`src/rtl/ddr_readback_ctrl.sv`:
```
// ddr_readback_ctrl: streams a captured record out of LPDDR, one block per DDR read request.
// Each block is requested from ddr_top and, once loaded, drained from the read FIFO through a
// one-entry skid register into the UART TX byte path.
// Optional feature: define READBACK_CHECKSUM_EN to append a mod-256 sum byte after the data.
module ddr_readback_ctrl #(
    parameter int unsigned ADDR_W      = 30,
    parameter int unsigned CNT_W       = 24,
    parameter int unsigned BLOCK_BYTES = 256,
    parameter int unsigned TIMEOUT_CYC = 1048576
) (
    input  logic              clk,
    input  logic              reset,
    input  logic              start_i,
    input  logic              abort_i,
    input  logic [ADDR_W-1:0] base_addr_i,
    input  logic [CNT_W-1:0]  byte_count_i,
    output logic              busy_o,
    output logic              done_o,
    output logic              timeout_o,
    output logic              ddr_rd_req_o,
    input  logic              ddr_rd_done_i,
    output logic [ADDR_W-1:0] ddr_address_o,
    output logic              fifo_rd_en_o,
    input  logic              fifo_empty_i,
    input  logic [7:0]        fifo_data_i,
    output logic [7:0]        tx_data_o,
    output logic              tx_valid_o,
    input  logic              tx_ready_i
);

    localparam int unsigned BLK_W = $clog2(BLOCK_BYTES + 1);
    localparam int unsigned TMR_W = $clog2(TIMEOUT_CYC + 1);
    localparam logic [TMR_W-1:0] TmrLast = TMR_W'(TIMEOUT_CYC - 1);

    localparam logic [2:0] StIdle   = 3'd0;
    localparam logic [2:0] StReq    = 3'd1;
    localparam logic [2:0] StWait   = 3'd2;
    localparam logic [2:0] StDrain  = 3'd3;
    localparam logic [2:0] StTail   = 3'd4;
    localparam logic [2:0] StFinish = 3'd5;

    logic [2:0]        state_q,      state_d;
    logic [ADDR_W-1:0] addr_q,       addr_d;
    logic [CNT_W-1:0]  remain_q,     remain_d;
    logic [BLK_W-1:0]  blk_left_q,   blk_left_d;
    logic [TMR_W-1:0]  timer_q,      timer_d;
    logic              timeout_q,    timeout_d;
    logic              pend_q,       pend_d;
    logic              skid_valid_q, skid_valid_d;
    logic [7:0]        skid_data_q,  skid_data_d;
`ifdef READBACK_CHECKSUM_EN
    logic [7:0]        sum_q,        sum_d;
`endif

    logic             slot_full;
    logic             tx_accept;
    logic             block_end;
    logic [BLK_W-1:0] blk_init;

    // The slot holds one byte: either arriving from the FIFO this cycle (pend) or parked in skid.
    assign slot_full = skid_valid_q | pend_q;
    assign tx_accept = tx_valid_o & tx_ready_i;
    assign block_end = (state_q == StDrain) && (blk_left_q == '0) && !slot_full;
    assign blk_init  = (remain_q >= CNT_W'(BLOCK_BYTES)) ? BLK_W'(BLOCK_BYTES)
                                                         : BLK_W'(remain_q);

    assign busy_o        = (state_q == StReq) || (state_q == StWait) ||
                           (state_q == StDrain) || (state_q == StTail);
    assign done_o        = (state_q == StFinish);
    assign timeout_o     = timeout_q;
    assign ddr_rd_req_o  = (state_q == StWait);
    assign ddr_address_o = addr_q;

    // Read only when the byte it yields has a free slot next cycle and belongs to this block.
    assign fifo_rd_en_o = (state_q == StDrain) && !abort_i && !fifo_empty_i &&
                          (blk_left_q != '0) && (!slot_full || tx_accept);

    // TX byte source: FIFO data directly on the cycle it arrives, else the skid copy.
    always_comb begin
        tx_valid_o = (state_q == StDrain) && slot_full;
        tx_data_o  = pend_q ? fifo_data_i : skid_data_q;
`ifdef READBACK_CHECKSUM_EN
        if (state_q == StTail) begin
            tx_valid_o = 1'b1;
            tx_data_o  = sum_q;
        end
`endif
    end

    // Next-state: transfer sequencing, skid bookkeeping and counters.
    always_comb begin
        state_d      = state_q;
        addr_d       = addr_q;
        remain_d     = remain_q;
        blk_left_d   = blk_left_q;
        timer_d      = timer_q;
        timeout_d    = timeout_q;
        pend_d       = fifo_rd_en_o;
        skid_valid_d = skid_valid_q;
        skid_data_d  = skid_data_q;
`ifdef READBACK_CHECKSUM_EN
        sum_d        = sum_q;
`endif

        if (pend_q && !tx_accept) begin
            skid_valid_d = 1'b1;
            skid_data_d  = fifo_data_i;
        end else if (skid_valid_q && tx_accept) begin
            skid_valid_d = 1'b0;
        end

        if (fifo_rd_en_o) begin
            blk_left_d = blk_left_q - BLK_W'(1);
        end

        if ((state_q == StDrain) && tx_accept) begin
            if (remain_q != '0) begin
                remain_d = remain_q - CNT_W'(1);
            end
`ifdef READBACK_CHECKSUM_EN
            sum_d = sum_q + tx_data_o;
`endif
        end

        case (state_q)
            StIdle: begin
                if (start_i && !abort_i) begin
                    timeout_d = 1'b0;
                    if (byte_count_i == '0) begin
                        state_d = StFinish;
                    end else begin
                        addr_d   = base_addr_i;
                        remain_d = byte_count_i;
`ifdef READBACK_CHECKSUM_EN
                        sum_d    = 8'h00;
`endif
                        state_d  = StReq;
                    end
                end
            end
            StReq: begin
                timer_d = '0;
                // Hold off until ddr_top has released the previous handshake.
                if (!ddr_rd_done_i) begin
                    state_d = StWait;
                end
            end
            StWait: begin
                if (ddr_rd_done_i) begin
                    blk_left_d = blk_init;
                    state_d    = StDrain;
                end else if (timer_q == TmrLast) begin
                    timeout_d = 1'b1;
                    state_d   = StIdle;
                end else begin
                    timer_d = timer_q + TMR_W'(1);
                end
            end
            StDrain: begin
                if (block_end) begin
                    addr_d = addr_q + ADDR_W'(BLOCK_BYTES);
                    if (remain_q != '0) begin
                        state_d = StReq;
                    end else begin
`ifdef READBACK_CHECKSUM_EN
                        state_d = StTail;
`else
                        state_d = StFinish;
`endif
                    end
                end
            end
`ifdef READBACK_CHECKSUM_EN
            StTail: begin
                if (tx_accept) begin
                    state_d = StFinish;
                end
            end
`endif
            StFinish: begin
                state_d = StIdle;
            end
            default: begin
                state_d = StIdle;
            end
        endcase

        // Abort discards any in-flight byte and returns to idle without done_o.
        if (abort_i) begin
            state_d      = StIdle;
            pend_d       = 1'b0;
            skid_valid_d = 1'b0;
        end
    end

    // State registers with asynchronous active-high reset.
    always_ff @(posedge clk or posedge reset) begin
        if (reset) begin
            state_q      <= StIdle;
            addr_q       <= '0;
            remain_q     <= '0;
            blk_left_q   <= '0;
            timer_q      <= '0;
            timeout_q    <= 1'b0;
            pend_q       <= 1'b0;
            skid_valid_q <= 1'b0;
            skid_data_q  <= 8'h00;
`ifdef READBACK_CHECKSUM_EN
            sum_q        <= 8'h00;
`endif
        end else begin
            state_q      <= state_d;
            addr_q       <= addr_d;
            remain_q     <= remain_d;
            blk_left_q   <= blk_left_d;
            timer_q      <= timer_d;
            timeout_q    <= timeout_d;
            pend_q       <= pend_d;
            skid_valid_q <= skid_valid_d;
            skid_data_q  <= skid_data_d;
`ifdef READBACK_CHECKSUM_EN
            sum_q        <= sum_d;
`endif
        end
    end

endmodule

```
`config.mk`:
```
export PLATFORM = sky130hd
export DESIGN_NAME = ddr_readback_ctrl
export DESIGN_NICKNAME = d
export VERILOG_FILES = /design/src/rtl/ddr_readback_ctrl.sv
export SDC_FILE = /design/constraint.sdc
export NUM_CORES = 1
export LEC_CHECK = 0
export ABC_AREA = 1
export CAP_MARGIN = 25
export CORE_ASPECT_RATIO = 0.9
export CORE_UTILIZATION = 35
export CTS_CLUSTER_DIAMETER = 100
export DETAILED_ROUTE_END_ITERATION = 10
export GPL_ROUTABILITY_DRIVEN = 0
export GPL_TIMING_DRIVEN = 0
export PLACE_DENSITY = 0.65
export SYNTH_ARGS = -nofsm -noshare
export SYNTH_HDL_FRONTEND = slang
export SYNTH_SLANG_ARGS = --single-unit
```
`constraint.sdc`:
```
create_clock -name clk -period 3.2 [get_ports clk]
set_input_delay 0.48 -clock clk [delete_from_list [all_inputs] [get_ports clk]]
set_output_delay 0.48 -clock clk [all_outputs]
set_load 0.02 [all_outputs]
```
==> results.yml <==
hold_path:
  hold_class: "reg2reg"
grt:
  grt_use_met2_pct: 32.0
  grt_max_degree: 63
  grt_pass1_vias: 6224
  antenna_found_initial: 0
  grt_use_total_pct: 20.1
  grt_overflow: 0
  use_met1_pct: 28.2
  grt_pass1_wl_um: 31300
  top_usage_layer: "met2"
  grt_util_met3_pct: 2.76
critical_path:
  crit_buf_inv: 4
  cp_cell_sequence: "inv_1 -> nor3_2 -> inv_1 -> clkbuf_1 -> nand4_1 -> clkdlybuf4s50_1"
  max_stage_delay_ns: 0.59
  slowest_stage: "clkdlybuf4s50_1"
  arrival_ns: 2.44
  critPathLaunchType: "flop"
  worst-setup-path-type: "reg2out"
  cp_top_family: "buffers and inverters"
  cpMostUsedCell: "inv_1"
  critPathMaxFanout: 10
  endpoint_kind: "output port"
  crit_required_ns: 2.72
flow_run:
  maxCapViolCount: 0
clock_tree:
  path_clk_slew_ns: 0.07
  clockBufferDepth: 2
  cts_root_buf: "clkbuf_16"
  post_cts_buffers: 0
  numCtsBuffers: 9
  clock_sinks: 98
  cts_max_level: 3
  insertion_delay_ns: 0.35
  cts_hold_buf: 0
  ctsResizeCount: 0
  cts_tree: "done"
yosys:
  synth_top_area_cell: "dfrtp_1"
  synth_compound_area_share_pct: 8.64
  yosysWarnings: 0
  synth.area.mux_share_pct: 0
  synthDistinctLibCells: 38
  syn-cell-area_sq_um: 6620
  synth-xor-area-share_pct: 4.23
  seq_area_frac_synth_pct: 37.1
  netlist.area_leader.share_pct: 37.1
  avgSynthCellArea_sq_um: 6.50
  synth_top_family_by_area: "simple AND/OR/NAND/NOR gates"
  synthSimpleGateAreaFrac_pct: 40.5
  ys_seq_elements: 98
  synth_nets: 1093
  ys_top_cells_by_area: "dfrtp_1, nand2_1, nor2_1"
  synthCells: 1019
  yosys.area_share.adder_pct: 0.945
floorplanning:
  start_util_pct: 35.8
  fp.dieH_um: 132
  num_rows: 47
  io_pins: 113
  dieArea_sq_um: 19500
  die_w_um: 147
  core_area_sq_um: 18500
finish:
  antennaDiodeCount: 0
  instances_no_fill: 1393
  layout-drive-gt1-share_pct: 5.57
  fin_nets: 1217
  syn2layout_area_growth_pct: 26.7
power:
  leakage_nw: 3.82
  power_density_nw_per_um2: 749
  ir_drop_v: 0.000298
sta:
  slew_headroom_pct: 55.3
  clock_skew_ns: 0.0123
  period_minus_slack_ns: 2.92
  max_freq_mhz: 343
  setup_viol: 0
  fin_setup_tns_ns: 0
  fin_ws_ns: 0.283
  rsz0062_at_grt: "false"
  hold_viol: 0
  tightest_slew_ns: 0.671
  timing.final.crit_share_pct: 91.1
  finalMaxSlewViolations: 0
placement:
  place_ws_ns: 0.536
  dp.cells: 1377
  place_hpwl_um: 14700
  port_buffers: 112
routing:
  drt-total-wl_um: 19200
  avgViaCountPerCell: 4.88
  drc: 0
  via_count: 6797
  wire_per_inst_um: 13.8
  postRouteAntennaNets: 0
  drt_first_pass_iters: 8
  drtIter0Drc: 460
status:
  outcome: "completed"
[logic make-up (layout without fill, tap and decap cells)]
group / after synthesis / count (layout)
compound gates: 105 / 105
buf+inv: 140 / 269
xor+xnor: 32 / 32
simple gates: 639 / 639
fa+ha+maj: 5 / 5
flops: 98 / 98
[sequential cells by signal, summed over array words and instances (netlist names)]
register / cells
blk_left_q: 9
ddr_address_o: 30
pend_q: 1
remain_q: 24
skid_data_q: 8
skid_valid_q: 1
state_q: 3
timeout_o: 1
timer_q: 21
[cells in the mapped netlist, drive strengths merged]
cell	count
o21ai	65
xnor2	8
inv	108
nor2	162
a21boi	2
dfrtp	98
o211ai	3
a31oi	6
clkinv	1
nand3	101
xor2	24
o21bai	1
a21oi	24
o22a	1
nand2	337
clkbuf	9
buf	22
nand3b	2
ha	5
nor3	17
o31ai	1
o22ai	2
nand4	20
[routing by layer]
metal  wire length (um)  share of wire (%)
met1               9340                 49
met2               8520                 44
met3               1010                5.2
met4                344                1.8
met5                  0                  0
[through the flow]
step | total power [mW] | utilization, % | hold slack [ns] | cell area (sq um)
2_1_floorplan | 3.99 | - | 0.454 | 6620
3_3_place_gp | 5.07 | 43.6 | 0.464 | 8050
3_5_place_dp | 5.13 | 43.7 | 0.475 | 8080
4_1_cts | 6.31 | 45.4 | 0.492 | 8390
5_1_grt | 6.76 | 45.4 | 0.511 | 8390
6_report | 6.28 | 45.4 | 0.481 | 8390
[worst min-delay path: stages, from the launching register on]
cell     delay [ns]
dfrtp_1        0.35
nand2_1        0.05
nand2_1        0.05
[report_power, final]
group          switching (mW)  internal [mW]  total (mW)
Clock                   0.521          0.638        1.16
Combinational            1.77           1.18        2.95
Sequential              0.508           1.67        2.17
Total                    2.80           3.49        6.28
[cell usage in the layout, fill, tap and decap left out, drive strengths merged, types with 2 or more instances in the layout]
| cell type | synthesis | routed |
|---|---|---|
| inv | 108 | 111 |
| clkbuf | 9 | 19 |
| xnor2 | 8 | 8 |
| nand3b | 2 | 2 |
| a31oi | 6 | 6 |
| nand2 | 337 | 337 |
| clkdlybuf4s50 | 0 | 112 |
| o22ai | 2 | 2 |
| a21oi | 24 | 24 |
| buf | 22 | 23 |
| ha | 5 | 5 |
| nor2 | 162 | 162 |
| o21ai | 65 | 65 |
| clkinv | 1 | 2 |
| nand3 | 101 | 101 |
| xor2 | 24 | 24 |
| o211ai | 3 | 3 |
| nor3 | 17 | 17 |
| a21boi | 2 | 2 |
| nand4 | 20 | 20 |
| dfrtp | 98 | 98 |
[layout make-up]
type	count	area, sq um
timing repair buffer	113	1150
inverter	109	412
sequential	98	2450
tap	245	307
clock buffer	10	239
fill	1941	10100
buffer	31	163
multi-input combinational	781	3590
clock inverter	6	72.6
[worst paths after layout]
check                            startpoint                 to  slack [ns]  cells past startpoint
max                              state_q[1]             busy_o        0.28                      6
min                        ddr_address_o[7]   ddr_address_o[7]        0.48                      2
max reg2reg                      timer_q[0]         timer_q[7]        0.92                     11
min reg2reg                ddr_address_o[7]   ddr_address_o[7]        0.48                      2
max in group asynchronous             reset         timer_q[7]        1.99                      3
min in group asynchronous             reset  ddr_address_o[23]        0.53                      2
Note: power is estimated with default switching activity, not from simulation.
